--- config.mk ---
export PLATFORM = sky130hd
export DESIGN_NAME = fifo_wr_arbiter
export DESIGN_NICKNAME = d
export VERILOG_FILES = /design/src/rtl/fifo_wr_arbiter_pkg.sv /design/src/rtl/fifo_wr_arbiter_rr_arbiter.sv /design/src/rtl/fifo_wr_arbiter.sv
export SDC_FILE = /design/constraint.sdc
export NUM_CORES = 1
export LEC_CHECK = 0
export ABC_CLOCK_PERIOD_IN_PS = 2100
export CELL_PAD_IN_SITES_DETAIL_PLACEMENT = 0
export CELL_PAD_IN_SITES_GLOBAL_PLACEMENT = 1
export CORE_ASPECT_RATIO = 0.8
export CORE_UTILIZATION = 26
export CTS_CLUSTER_DIAMETER = 30
export CTS_CLUSTER_SIZE = 28
export DETAILED_ROUTE_END_ITERATION = 10
export PLACE_DENSITY = 0.82
export SETUP_SLACK_MARGIN = 0.02
export SLEW_MARGIN = 30
export SYNTH_ARGS = -nofsm -noshare
export SYNTH_HDL_FRONTEND = slang
export SYNTH_SLANG_ARGS = --single-unit
--- constraint.sdc ---
create_clock -name wclk -period 2.1 [get_ports wclk]
set_input_delay 0.21 -clock wclk [delete_from_list [all_inputs] [get_ports wclk]]
set_output_delay 0.21 -clock wclk [all_outputs]
set_load 0.01 [all_outputs]
--- src/rtl/fifo_wr_arbiter_pkg.sv ---
// fifo_wr_arb_pkg
//   Shared types and width helpers for the FIFO write-side arbiter.
//   - fifo_wr_arb_state_e : sequencer states (INIT, IDLE, BURST)
//   - clog2_min1()        : ceil(log2(n)) clamped to a minimum of 1 bit
//   - GNT_W / BEAT_W      : widths for the default configuration
//                           (NREQ=4, MAX_BURST=4)
package fifo_wr_arb_pkg;

  typedef enum logic [1:0] {
    INIT  = 2'd0,
    IDLE  = 2'd1,
    BURST = 2'd2
  } fifo_wr_arb_state_e;

  function automatic int clog2_min1(input int n);
    return (n > 1) ? $clog2(n) : 1;
  endfunction

  localparam int NREQ_DEFAULT      = 4;
  localparam int MAX_BURST_DEFAULT = 4;
  localparam int GNT_W  = clog2_min1(NREQ_DEFAULT);
  localparam int BEAT_W = clog2_min1(MAX_BURST_DEFAULT + 1);

endpackage

--- src/rtl/fifo_wr_arbiter_rr_arbiter.sv ---
// rr_arbiter
//   Combinational round-robin picker. Selects the first asserted request
//   at or after ptr, wrapping modulo NREQ.
//   Ports:
//     req       in  NREQ   request vector
//     ptr       in  PTR_W  search start position (kept < NREQ by the caller)
//     gnt_id    out PTR_W  index of the winning request
//     gnt_valid out 1      any request asserted
module rr_arbiter #(
  parameter int NREQ  = 4,
  parameter int PTR_W = 2
) (
  input  logic [NREQ-1:0]  req,
  input  logic [PTR_W-1:0] ptr,
  output logic [PTR_W-1:0] gnt_id,
  output logic             gnt_valid
);

  function automatic int wrap_idx(input logic [PTR_W-1:0] p, input int k);
    int s;
    s = int'(p) + k;
    return (s >= NREQ) ? (s - NREQ) : s;
  endfunction

  // Scan from the farthest offset down to offset 0 so the closest
  // request to ptr is the last one written and therefore wins.
  always_comb begin
    gnt_id    = '0;
    gnt_valid = 1'b0;
    for (int k = NREQ - 1; k >= 0; k--) begin
      if (req[wrap_idx(ptr, k)]) begin
        gnt_id    = PTR_W'(wrap_idx(ptr, k));
        gnt_valid = 1'b1;
      end
    end
  end

endmodule

--- src/rtl/fifo_wr_arbiter.sv ---
// fifo_wr_arbiter
//   Shares the single asynchronous-FIFO write port among NREQ producers
//   using round-robin grants with bursts of at most MAX_BURST words, and
//   sequences the FIFO write-domain reset (wrst_n) after wrst.
//   Ports:
//     wclk       in   write clock
//     wrst       in   synchronous active-high reset
//     req_valid  in   NREQ        per-requester word valid
//     req_data   in   NREQ*DSIZE  requester i at [i*DSIZE +: DSIZE]
//     req_ready  out  NREQ        per-requester accept
//     wdata      out  DSIZE       FIFO write data
//     winc       out              FIFO write strobe
//     wrst_n     out              FIFO write reset, active-low, registered
//     wfull      in               FIFO full flag
//     grant_id   out  GNT bits    current/last granted requester
//     busy       out              high while in BURST
//     init_done  out              FIFO reset sequence complete
module fifo_wr_arbiter
  import fifo_wr_arb_pkg::*;
#(
  parameter int NREQ       = 4,
  parameter int DSIZE      = 8,
  parameter int MAX_BURST  = 4,
  parameter int RST_CYCLES = 4
) (
  input  logic                         wclk,
  input  logic                         wrst,
  input  logic [NREQ-1:0]              req_valid,
  input  logic [NREQ*DSIZE-1:0]        req_data,
  output logic [NREQ-1:0]              req_ready,
  output logic [DSIZE-1:0]             wdata,
  output logic                         winc,
  output logic                         wrst_n,
  input  logic                         wfull,
  output logic [clog2_min1(NREQ)-1:0]  grant_id,
  output logic                         busy,
  output logic                         init_done
);

  localparam int GW = clog2_min1(NREQ);
  localparam int BW = clog2_min1(MAX_BURST + 1);
  localparam int RW = clog2_min1(RST_CYCLES);

  fifo_wr_arb_state_e state_q, state_d;
  logic [RW-1:0]      rst_cnt_q, rst_cnt_d;
  logic               wrst_n_q, wrst_n_d;
  logic               init_done_q, init_done_d;
  logic [GW-1:0]      rr_ptr_q, rr_ptr_d;
  logic [GW-1:0]      grant_id_q, grant_id_d;
  logic [BW-1:0]      beat_cnt_q, beat_cnt_d;

  logic [GW-1:0]      pick_id;
  logic               pick_valid;
  logic               sel_valid;
  logic [DSIZE-1:0]   sel_data;
  logic [GW-1:0]      next_ptr;

  rr_arbiter #(
    .NREQ  (NREQ),
    .PTR_W (GW)
  ) u_rr (
    .req       (req_valid),
    .ptr       (rr_ptr_q),
    .gnt_id    (pick_id),
    .gnt_valid (pick_valid)
  );

  assign sel_valid = req_valid[grant_id_q];
  assign sel_data  = req_data[grant_id_q * DSIZE +: DSIZE];
  assign next_ptr  = (grant_id_q == GW'(NREQ - 1)) ? '0 : grant_id_q + 1'b1;

  // Transfer path: ready depends only on state and wfull, never on
  // req_valid, so producers may compute valid from ready without a loop.
  always_comb begin
    req_ready = '0;
    winc      = 1'b0;
    wdata     = sel_data;
    if (state_q == BURST) begin
      req_ready[grant_id_q] = ~wfull;
      winc                  = sel_valid & ~wfull;
    end
  end

  always_comb begin
    state_d     = state_q;
    rst_cnt_d   = rst_cnt_q;
    wrst_n_d    = wrst_n_q;
    init_done_d = init_done_q;
    rr_ptr_d    = rr_ptr_q;
    grant_id_d  = grant_id_q;
    beat_cnt_d  = beat_cnt_q;
    unique case (state_q)
      INIT: begin
        if (rst_cnt_q == RW'(RST_CYCLES - 1)) begin
          state_d     = IDLE;
          wrst_n_d    = 1'b1;
          init_done_d = 1'b1;
        end else begin
          rst_cnt_d = rst_cnt_q + 1'b1;
        end
      end
      IDLE: begin
        if (pick_valid) begin
          grant_id_d = pick_id;
          beat_cnt_d = '0;
          state_d    = BURST;
        end
      end
      BURST: begin
        if (winc) beat_cnt_d = beat_cnt_q + 1'b1;
        // A dropped valid releases the port even while stalled on wfull;
        // the final beat and the exit share one edge.
        if (!sel_valid || (winc && beat_cnt_q == BW'(MAX_BURST - 1))) begin
          state_d  = IDLE;
          rr_ptr_d = next_ptr;
        end
      end
      default: state_d = INIT;
    endcase
  end

  always_ff @(posedge wclk) begin
    if (wrst) begin
      state_q     <= INIT;
      rst_cnt_q   <= '0;
      wrst_n_q    <= 1'b0;
      init_done_q <= 1'b0;
      rr_ptr_q    <= '0;
      grant_id_q  <= '0;
      beat_cnt_q  <= '0;
    end else begin
      state_q     <= state_d;
      rst_cnt_q   <= rst_cnt_d;
      wrst_n_q    <= wrst_n_d;
      init_done_q <= init_done_d;
      rr_ptr_q    <= rr_ptr_d;
      grant_id_q  <= grant_id_d;
      beat_cnt_q  <= beat_cnt_d;
    end
  end

  assign wrst_n    = wrst_n_q;
  assign init_done = init_done_q;
  assign grant_id  = grant_id_q;
  assign busy      = (state_q == BURST);

endmodule

Word-level counts from Yosys, hierarchy flattened. Index checks and enable logic that the tools add are counted.

Add/subtract/negate cells: 10. $lt $le $gt $ge: 10. Eq/ne operators: 9. Shifts and indexed selects: 1. Mux-type cells: 38. Bitwise logic cells: 4. Reduce and logical (&&, ||, !) cells: 12.

Operators with widths (count): $lt A32 B4 Y1 const B (4); $mux W32 (4); $ge A32 B4 Y1 const B (3); $sub A32 B4 Y32 const B (2); $shiftx A32 B6 Y8 (1); $mux W2 (8); $mux W1 (15); $bmux W1 S2 (5); $reduce_and A2 Y1 (4); $add A2 B2 Y3 const B (2); $eq A2 B2 Y1 const B (3); $mux W3 (2); $ne A2 B2 Y1 const B (3); $pmux W2 S3 (1); $pmux W3 S2 (1); $reduce_and A3 Y1 (2); $add A2 B1 Y2 const B (2); $and A4 B4 Y4 (1); $mux W4 (1); $sub A2 B3 Y4 const B (1); $sub A3 B3 Y4 const B (1); $add A2 B1 Y3 const B (1); $add A3 B1 Y3 const B (1); $eq A3 B2 Y1 const B (1); 13 further kinds (15).

Bits in registers: 12. Bits of input ports: 39. Output and inout bits: 18. Logic and storage cells: 90.

Longest topological paths before layout.
Word-level depth: 12. Gate-level depth with buffers: 6. Gate-level depth less buffers: 6.

Hierarchy. From an unflattened synthesis, not the netlist that was laid out.

Cell total of the unflattened synthesis: 99. Area total of the unflattened synthesis: 992.2 um2.

By module, submodules not included: fifo_wr_arbiter (times used 1, cells an instance 86, area each 914.6 um2, sequential area each 240.2 um2); rr_arbiter (times used 1, cells an instance 13, area each 77.6 um2, sequential area each 0.0 um2).

Least setup slack after synthesis. No wires, ideal clock.

Kind: register to output. Start: register grant_id_q[0] (netlist: grant_id[0]). End: output port wdata[0]. Arrival time: 1.497 ns. Required time: 1.890 ns. Path slack: 0.393 ns. Stages on the path, launching flop included: 4. Buffers on the path: 2. Path through: dfxtp_1 -> clkbuf_1 -> buf_2 -> mux4_2.

Longest elaborated chain between the ends: 1.

RTL lines: start: declaration (line fifo_wr_arbiter.sv:49) `logic [GW-1:0] grant_id_q, grant_id_d;`; start signal: assignment (line fifo_wr_arbiter.sv:137) `grant_id_q <= grant_id_d;`; $shiftx A32 B6 Y8 (line fifo_wr_arbiter.sv:69) `assign sel_data = req_data[grant_id_q * DSIZE +: DSIZE];`; end: declaration (line fifo_wr_arbiter.sv:31) `output logic [DSIZE-1:0] wdata,`.

No other way between the ends.

Worst setup path after layout.
Start: input port req_valid[3]. End: output port winc.

Longest elaborated chain between the ends: 4.

RTL lines: start: declaration (line fifo_wr_arbiter.sv:28) `input logic [NREQ-1:0] req_valid,`; $bmux W1 S2 (line fifo_wr_arbiter.sv:68) `assign sel_valid = req_valid[grant_id_q];`; $mux W1 (not written as such) (line fifo_wr_arbiter.sv:68); $and A1 B1 Y1 (line fifo_wr_arbiter.sv:80) `winc = sel_valid & ~wfull;`; $mux W1 (line fifo_wr_arbiter.sv:78) `if (state_q == BURST) begin`; end: declaration (line fifo_wr_arbiter.sv:32) `output logic winc,`.

No other way between the ends. The select of a mux whose other input is x is not followed.

==> qor.yml <==
run_status:
  status: "finished, final reports clean"
synthesis:
  yosys_warnings: 0
  async_flop_share: 0
  synth-seq-cells: 12
  synth_cell_types: 32
  yosys_most_used_dff: "dfxtp_1"
  netlist_instances: 104
  syn_area_um2: 963
  synth_edf_count: 0
  yosysSeqAreaShare: 0.249
  syn_nets: 150
  avgSynthCellArea_um2: 9.26
power:
  p_comb_frac: 0.403
  peakVddDrop_v: 0.000397
  seqPwrFrac: 0.349
  p_sw_frac: 0.281
  p_switching_w: 0.000231
  p_int_w: 0.000591
  p_leak_nw: 0.627
  p_per_area_nw_per_um2: 494
  clockPowerShare: 0.249
final_layout:
  postLayoutCoreUtil: 0.476
  drive_above_1_share: 0.132
  layout_common_cells: "clkdlybuf4s50_1, dfxtp_1, buf_4"
  design_area_um2: 1660
  fill_cells: 331
  num_antenna_cells: 0
  layout_commonest_cell: "clkdlybuf4s50_1"
  fin_nets: 215
  area_delta_synth_final_pct: 72.7
critical_path:
  path_class: "in2out"
  reg2reg_depth: 5
  critPathCaptureType: "primary output"
  r2r_slack_ps: 530
  start_kind: "input pin"
  reg2reg_from: "grant_id[0]$_SDFFE_PP0P_"
  worstReg2RegEnd: "rr_ptr_q[1]$_SDFFE_PP0P_"
  crit_fanout: 4
  cp.required_ps: 1890
  crit_arrival_ps: 1800
timing:
  max_freq_mhz: 498
  hold_violations: 0
  slew_violations: 0
  finalSetupTns_ps: 0
  skew_ps: 1.88
  worstMarginPinSlew_ps: 441
  max-slew-margin-rel: 0.705
  setup_viol_count_final: 0
  rsz0062_at_grt: "no"
  period_share: 0.956
  timing.hold.ws_ps: 480
  period_needed_ps: 2010
worst_hold_path:
  worstHoldPathType: "reg2reg"
  whs_path_depth: 2
  holdCritStartpoint: "beat_cnt_q[1]$_SDFFE_PP0P_"
  hold_end: "beat_cnt_q[1]$_SDFFE_PP0P_"
clock_tree:
  cts_root_buffer: "clkbuf_8"
  ctsResizeCount: 0
  h-tree-depth: 1
  post_cts_buffers: 0
  cts_made_buffers: 3
  clkSlewWorstSetupHoldPaths_ps: 50
  insertion_delay_ps: 240
  cts_sinks: 12
  cts_tree: "done"
  clockBufferDepth: 2
  holdBufCountCts: 0
floorplanning:
  io_pins: 57
  die-area_um2: 3950
  initial_core_util: 0.276
  die_w_um: 70.1
  core_area_um2: 3490
  die_y_um: 56.4
  rows: 19
drt:
  route.detailed.wl_per_inst_um: 14.7
  vias: 1044
  drc: 0
  drt_iter0_markers: 44
  wirelength_um: 3070
  first_pass_iters: 4
  ant_nets: 0
  vias_per_cell: 5.00
global_routing:
  grt_pass1_vias: 1008
  antenna_found_initial: 0
  grt_pass1_wl_um: 4940
  grt_usage: 0.158
  grt_max_degree: 18
  gr-total-overflow: 0
placement:
  place_area_um2: 1620
  place_congestion: 0.735
  port_buffers: 56
  dpl.hpwl_um: 2560
job:
  drv_cap: 0
-- synth_stat cells (all sizes together), types with 4 or more instances --
cell type	count	area, um2
nand2b	4	25.0
a21oi	9	45.0
ha	7	87.6
mux4	9	203
o21ai	5	25.0
nand4	5	31.3
and2	4	25.0
nor2	8	30.0
dfxtp	12	240
inv	7	26.3
-- worst max-delay path, cell delays in order --
cell	delay [ps]
clkdlybuf4s50_1	470
mux4_2	500
nand2_1	100
inv_1	50
clkdlybuf4s50_1	470
-- per-layer routing --
| layer | vias up | global-route usage | share of wire |
|---|---|---|---|
| met1 | 510 | 0.236 | 0.48 |
| met5 | - | 0 | 0 |
| met3 | 2 | 0.0197 | 0.033 |
| met4 | 0 | 0.0343 | 0.0059 |
| met2 | 20 | 0.243 | 0.48 |
| li1 | 512 | - | - |
-- cell families (layout without fill, tap and decap cells) --
group,count (synthesis),after routing,synth area share
compound gates,18,18,0.105
xor+xnor,1,1,0.00909
fa+ha+maj,7,7,0.0909
buf+inv,13,76,0.0572
flops,12,12,0.249
mux,12,12,0.243
simple gates,41,41,0.245
-- registers in the layout, indices dropped and copies added, names as in the netlist --
| register | cells |
|---|---|
| beat_cnt_q | 3 |
| grant_id | 2 |
| rr_ptr_q | 2 |
| rst_cnt_q | 2 |
| state_q | 2 |
| init_done | 1 |
-- area by class of cell --
| cell class | count | area (um2) | area share |
|---|---|---|---|
| multi-input cells | 79 | 668 | 0.402 |
| repair buffers | 66 | 636 | 0.382 |
| flip-flops and latches | 12 | 240 | 0.144 |
| well taps | 42 | 52.6 | 0.0316 |
| clock buffers | 3 | 41.3 | 0.0248 |
| inverters | 7 | 26.3 | 0.0158 |
-- power by group through the flow --
| stage | registers [W] | clock network [W] | logic (W) |
|---|---|---|---|
| floorplan | 0.000289 | 0 | 0.000166 |
| global placement | 0.000289 | 0 | 0.000323 |
| detailed placement | 0.000292 | 0 | 0.000332 |
| CTS | 0.000287 | 0.000209 | 0.000335 |
| global route | 0.000290 | 0.000223 | 0.000362 |
| finish | 0.000287 | 0.000205 | 0.000331 |
-- through the flow --
stage               cells  power, W  setup slack (ps)
floorplan             104  0.000455               393
global placement      206  0.000613               110
detailed placement    206  0.000624              90.1
CTS                   209  0.000831              79.6
global route          209  0.000875              22.6
finish                209  0.000822              92.6
-- worst max-delay path by stage --
stage                                         from        to  depth (start not counted)  slack (ps)
after global routing      grant_id[0]$_SDFFE_PP0P_  wdata[2]                          3          20
after detailed placement              req_valid[3]      winc                          5          90
final                                 req_valid[3]      winc                          5          90
after global placement                req_valid[3]      winc                          5         110
after CTS                 grant_id[0]$_SDFFE_PP0P_  wdata[2]                          3          80
after floorplan           grant_id[0]$_SDFFE_PP0P_  wdata[0]                          3         390
Power figures use the tool's default switching activity.
